[config.mk]
export PLATFORM = sky130hd
export DESIGN_NAME = sel5_dispatch_ctrl
export DESIGN_NICKNAME = d
export VERILOG_FILES = /design/src/rtl/sel5_pkg.sv /design/src/rtl/sel5_dispatch_ctrl_free_sync_edge.sv /design/src/rtl/sel5_dispatch_ctrl.sv
export SDC_FILE = /design/constraint.sdc
export NUM_CORES = 1
export LEC_CHECK = 0
export ABC_AREA = 1
export CAP_MARGIN = 20
export CORE_MARGIN = 2
export CORE_UTILIZATION = 51
export DETAILED_ROUTE_END_ITERATION = 10
export PLACE_DENSITY_LB_ADDON = 0.08
export SETUP_SLACK_MARGIN = 0.15
export SLEW_MARGIN = 10
export SYNTH_ARGS = -nofsm -noshare
export SYNTH_HDL_FRONTEND = slang
export SYNTH_SLANG_ARGS = --single-unit
[constraint.sdc]
create_clock -name clk -period 1.4 [get_ports clk]
set_input_delay 0.28 -clock clk [delete_from_list [all_inputs] [get_ports clk]]
set_output_delay 0.28 -clock clk [all_outputs]
set_load 0.01 [all_outputs]
[src/rtl/sel5_pkg.sv]
// Shared types for the 5-way selector dispatch controller.
// Holds the FSM state encoding, response error codes, the response payload
// and the branch count, along with a one-hot helper for branch selects.
package sel5_pkg;

    localparam int unsigned NUM_BRANCH = 5;
    localparam int unsigned DEST_W     = 3;
    localparam int unsigned CNT_W      = 16;

    typedef enum logic [2:0] {
        IDLE,
        SETUP,
        DRIVE,
        WAIT_FREE,
        RESP
    } state_t;

    typedef enum logic [1:0] {
        ERR_OK       = 2'b00,
        ERR_BAD_DEST = 2'b01,
        ERR_TIMEOUT  = 2'b10
    } rsp_err_t;

    typedef struct packed {
        logic [DEST_W-1:0] dest;
        rsp_err_t          err;
    } rsp_t;

    // One-hot branch select for a destination index already known to be in range.
    function automatic logic [NUM_BRANCH-1:0] dest_onehot(input logic [DEST_W-1:0] dest);
        return NUM_BRANCH'(1) << dest;
    endfunction

endpackage

[src/rtl/sel5_dispatch_ctrl_free_sync_edge.sv]
// Brings the selector's asynchronous free indication into the clk domain
// and turns its rising edge into a one-cycle pulse.
//   clk, rst     : clock and synchronous active-high reset
//   free_in      : raw free level from the selector (asynchronous)
//   free_pulse_c : one-cycle pulse on a synchronized rising edge; decoded
//                  from flops only, so there is no path from free_in
module free_sync_edge (
    input  logic clk,
    input  logic rst,
    input  logic free_in,
    output logic free_pulse_c
);

    logic sync_meta;
    logic sync_q;
    logic edge_q;

    // Two synchronizer stages followed by the edge-history flop.
    always_ff @(posedge clk) begin
        if (rst) begin
            sync_meta <= 1'b0;
            sync_q    <= 1'b0;
            edge_q    <= 1'b0;
        end else begin
            sync_meta <= free_in;
            sync_q    <= sync_meta;
            edge_q    <= sync_q;
        end
    end

    assign free_pulse_c = sync_q & ~edge_q;

endmodule

[src/rtl/sel5_dispatch_ctrl.sv]
// Dispatch controller for a 5-way selector: accepts one request at a time,
// presents a one-hot branch select, pulses the selector's drive input, waits
// for the selector to report free (or times out) and returns a response.
//   clk, rst             : clock and synchronous active-high reset
//   req_valid/req_ready  : request handshake, req_dest = branch index 0..4
//   o_valid, o_drive     : one-hot branch select and drive pulse to selector
//   i_free               : selector free level (asynchronous to clk)
//   rsp_valid/rsp_ready  : response handshake with rsp_dest and rsp_err
//   busy                 : controller is handling a request
module sel5_dispatch_ctrl
    import sel5_pkg::*;
#(
    parameter int unsigned DRIVE_W = 2,
    parameter int unsigned SETUP_W = 1,
    parameter int unsigned TIMEOUT = 1023
) (
    input  logic                  clk,
    input  logic                  rst,
    input  logic                  req_valid,
    output logic                  req_ready,
    input  logic [DEST_W-1:0]     req_dest,
    output logic [NUM_BRANCH-1:0] o_valid,
    output logic                  o_drive,
    input  logic                  i_free,
    output logic                  rsp_valid,
    input  logic                  rsp_ready,
    output logic [DEST_W-1:0]     rsp_dest,
    output logic [1:0]            rsp_err,
    output logic                  busy
);

    localparam logic [CNT_W-1:0] SETUP_LAST   = CNT_W'(SETUP_W - 1);
    localparam logic [CNT_W-1:0] DRIVE_LAST   = CNT_W'(DRIVE_W - 1);
    localparam logic [CNT_W-1:0] TIMEOUT_LAST = CNT_W'(TIMEOUT - 1);

    state_t                state_q, state_d;
    logic [CNT_W-1:0]      cnt_q, cnt_d;
    logic [DEST_W-1:0]     dest_q, dest_d;
    rsp_t                  rsp_q, rsp_d;
    logic [NUM_BRANCH-1:0] o_valid_d;
    logic                  free_pulse_c;
    logic                  spurious_free;

    free_sync_edge u_free_sync_edge (
        .clk          (clk),
        .rst          (rst),
        .free_in      (i_free),
        .free_pulse_c (free_pulse_c)
    );

    // Next-state, counter and response payload.
    always_comb begin
        state_d   = state_q;
        cnt_d     = cnt_q;
        dest_d    = dest_q;
        rsp_d     = rsp_q;
        o_valid_d = o_valid;

        case (state_q)
            IDLE: begin
                if (req_valid && req_ready) begin
                    dest_d = req_dest;
                    cnt_d  = '0;
                    if (req_dest >= DEST_W'(NUM_BRANCH)) begin
                        state_d = RESP;
                        rsp_d   = '{dest: req_dest, err: ERR_BAD_DEST};
                    end else begin
                        state_d   = SETUP;
                        o_valid_d = dest_onehot(req_dest);
                    end
                end
            end
            SETUP: begin
                if (cnt_q == SETUP_LAST) begin
                    state_d = DRIVE;
                    cnt_d   = '0;
                end else begin
                    cnt_d = cnt_q + CNT_W'(1);
                end
            end
            DRIVE: begin
                if (cnt_q == DRIVE_LAST) begin
                    state_d = WAIT_FREE;
                    cnt_d   = '0;
                end else begin
                    cnt_d = cnt_q + CNT_W'(1);
                end
            end
            WAIT_FREE: begin
                // A free edge takes priority over a timeout landing in the same cycle.
                if (free_pulse_c) begin
                    state_d = RESP;
                    rsp_d   = '{dest: dest_q, err: ERR_OK};
                end else if (cnt_q == TIMEOUT_LAST) begin
                    state_d = RESP;
                    rsp_d   = '{dest: dest_q, err: ERR_TIMEOUT};
                end else begin
                    cnt_d = cnt_q + CNT_W'(1);
                end
            end
            RESP: begin
                if (rsp_ready) begin
                    state_d   = IDLE;
                    o_valid_d = '0;
                end
            end
            default: begin
                state_d   = IDLE;
                o_valid_d = '0;
            end
        endcase
    end

    // State register and registered outputs derived from the next state.
    always_ff @(posedge clk) begin
        if (rst) begin
            state_q       <= IDLE;
            cnt_q         <= '0;
            dest_q        <= '0;
            rsp_q         <= '0;
            o_valid       <= '0;
            o_drive       <= 1'b0;
            rsp_valid     <= 1'b0;
            req_ready     <= 1'b0;
            busy          <= 1'b0;
            spurious_free <= 1'b0;
        end else begin
            state_q       <= state_d;
            cnt_q         <= cnt_d;
            dest_q        <= dest_d;
            rsp_q         <= rsp_d;
            o_valid       <= o_valid_d;
            o_drive       <= (state_d == DRIVE);
            rsp_valid     <= (state_d == RESP);
            req_ready     <= (state_d == IDLE);
            busy          <= (state_d != IDLE);
            // Sticky record of free edges arriving outside WAIT_FREE.
            spurious_free <= spurious_free | (free_pulse_c && (state_q != WAIT_FREE));
        end
    end

    assign rsp_dest = rsp_q.dest;
    assign rsp_err  = rsp_q.err;

endmodule

==> impl_metrics.tcl <==
set metrics [dict create \
    yosysSeqAreaShare_pct 36.3 \
    vias_per_cell 5.44 \
    async_flop_share_pct 0 \
    htree_levels 2 \
    portBuffers 21 \
    worst_slack_ps -176 \
    grt_pass1_vias 2097 \
    status "complete, but fails checks" \
    drtIter0Drc 221 \
    drt-total-wl_mm 6.83 \
    worst_setup_path_end_kind "register" \
    synth_seq_cells 39 \
    worstSetupStartpoint "cnt_q[0]$_SDFFE_PP0P_" \
    worst_pin_slew_ps 481 \
    peakVddDrop_mv 0.706 \
    cts_tree "built" \
    dominantRegCellSynth "dfxtp_1" \
    cts_inserted_buffers 5 \
    path_clk_slew_ps 90 \
    synth_area_um2 2150 \
    syn_nets 331 \
    post_drt_wl_per_cell_um 15.4 \
    rsz0062_at_grt "true" \
    dp_cells 429 \
    clkLatencyLatePin_ps 300 \
    fin_crit_ps 1580 \
    dieArea_um2 4750 \
    rows 23 \
    syn_to_final_growth_pct 54.8 \
    setup_viol 26 \
    yosysUniqueCellTypes 30 \
    critPathKind "reg2reg" \
    die_width_um 68.9 \
    vias 2421 \
    fin_setup_tns_ps -2830 \
    fmax_ghz 0.635 \
    violations "setup timing" \
    total_power_uw 2800 \
    hpwl_mm 4.11 \
    drc_errors 0 \
    maxCapViolCount 0 \
    grt_pass1_wl_mm 9.38 \
    p_leak_uw 0.00143 \
    syn_area_per_cell_um2 6.73 \
    start_util_pct 53.3 \
    hold_viol_final 0 \
    crit_arrival_ps 1760 \
    cts_root_buf "clkbuf_8" \
    yosysTopAreaCellShare_pct 36.3 \
    cts_hold_buf 0 \
    final_cells 445 \
    path_max_fanout 4 \
    skew_ps 10.7 \
    yosys_warnings 0 \
    diodes 0 \
    grt_remaining_overflow 0 \
    required_ps 1590 \
    clk_path_buf_depth 2 \
    power_density_nw_per_um2 841 \
    fp.dieH_um 68.9 \
    cts.sink_count 39 \
    core_area_um2 4030 \
    period_share_pct 113 \
    min_from "u_free_sync_edge.sync_meta$_SDFF_PP0_" \
    slew_violations 0 \
    grt.total_usage_pct 26.6 \
    syn_inst 319 \
    final_net_count 406 \
    pin_count 22 \
    start_kind "register" \
    fin_util_pct 82.5 \
    maxSlewHeadroom_pct 67.9 \
    antenna_found_initial 0 \
    hold_slack_ps 418 \
    r2r-start "cnt_q[0]$_SDFFE_PP0P_" \
    worstHoldPathType "reg2reg" \
    firstDrtPassIters 4 \
    drive_above_1_share_pct 41.5 \
    gp_congestion 0.914 \
    drt.antenna.violating_nets 0 \
    synth-edff-count 0 \
    ys_top_cells_by_area "dfxtp_1 (36%), nand2_1 (13%), nor2_1 (9.3%)" \
    synth_common_cells "nand2_1 (76), nor2_1 (53), dfxtp_1 (39)" \
    synth_area_leader_cell "dfxtp_1" \
    grt_max_degree 26 \
    n_fill_cell 256 \
    synth_most_common_cell "nand2_1" \
]
cells in the final DEF (no fill, tap or decap), drive strengths merged, types with 2 or more instances in the layout:
cell	n
xor2	3
nand4	5
o21ai	20
dlygate4sd2	14
nor2	63
nor3	3
ha	4
clkinv	3
nand2	83
o21bai	3
nand3	24
a21oi	22
dfxtp	39
buf	51
clkbuf	7
a31oi	3
inv	35
dlymetal6s2s	2
clkdlybuf4s50	5
a211oi	3
final cells by class:
cell class / count / area, um^2 / area share (%)
clock inverter: 1 / 30.0 / 0.903
clock buffer: 7 / 97.6 / 2.93
sequential: 39 / 811 / 24.4
timing repair buffer: 72 / 624 / 18.8
inverter: 38 / 150 / 4.51
tap: 50 / 62.6 / 1.88
multi-input combinational: 238 / 1550 / 46.6
through the flow:
stage | setup slack (ps) | area [um^2]
6_report | -176 | 3330
5_1_grt | -226 | 3330
4_1_cts | -97.6 | 3010
3_5_place_dp | -299 | 2800
3_3_place_gp | -280 | 2800
2_1_floorplan | 55.4 | 2230
critical path, cell delays in order (launching register included):
cell     delay [ps]
dfxtp_4         380
inv_4            80
ha_4            140
nand3_4          80
nor2_4          140
nand2_2          90
nand2_4         110
nand2_2          70
nor2_4          160
nand3_2          90
nand2_1          70
inv_1            50
sequential cells by signal, summed over array words and instances (netlist names):
| register | flops |
|---|---|
| busy | 1 |
| req_ready | 1 |
| rsp_dest | 3 |
| u_free_sync_edge.sync_q | 1 |
| o_drive | 1 |
| cnt_q | 16 |
| rsp_valid | 1 |
| state_q | 3 |
| u_free_sync_edge.edge_q | 1 |
| dest_q | 3 |
| o_valid | 5 |
| rsp_err | 2 |
| u_free_sync_edge.sync_meta | 1 |
where the power goes:
part	switching, uW	total [uW]	internal (uW)	leakage, uW
combinational	336	567	231	0.00104
clock	413	1050	641	0.0000636
sequential	27.0	1180	1150	0.000325
total	776	2800	2020	0.00143
kinds of logic (layout without fill, tap and decap cells):
group | count (synthesis) | in the layout | synth area share [%]
simple gates | 177 | 179 | 38.0
fa+ha+maj | 4 | 4 | 2.33
compound gates | 51 | 51 | 13.5
xor+xnor | 4 | 4 | 1.63
flops | 39 | 39 | 36.3
buf+inv | 44 | 118 | 8.27
repair_timing:
action	4_1_cts	5_1_grt
pin swaps	6	29
setup buffers	2	4
endpoints found under the setup margin	47	36
resized for setup	31	82
cloned	2	0
layer usage:
layer | track usage (%) | up-vias | share of wire (%)
met2 | 41.8 | 68 | 50
met1 | 35.6 | 1160 | 44
li1 | - | 1182 | -
met4 | 10.5 | 0 | 1.7
met3 | 5.68 | 11 | 4.5
met5 | 0 | - | 0
final timing paths:
kind	endpoint	slack, ps	cells after the start
worst max-delay path	busy$_SDFF_PP0_	-180	11
worst max register to register	busy$_SDFF_PP0_	-180	11
worst min register to register	u_free_sync_edge.sync_q$_SDFF_PP0_	420	2
worst min-delay path	u_free_sync_edge.sync_q$_SDFF_PP0_	420	2
(Power assumes the default switching activity.)
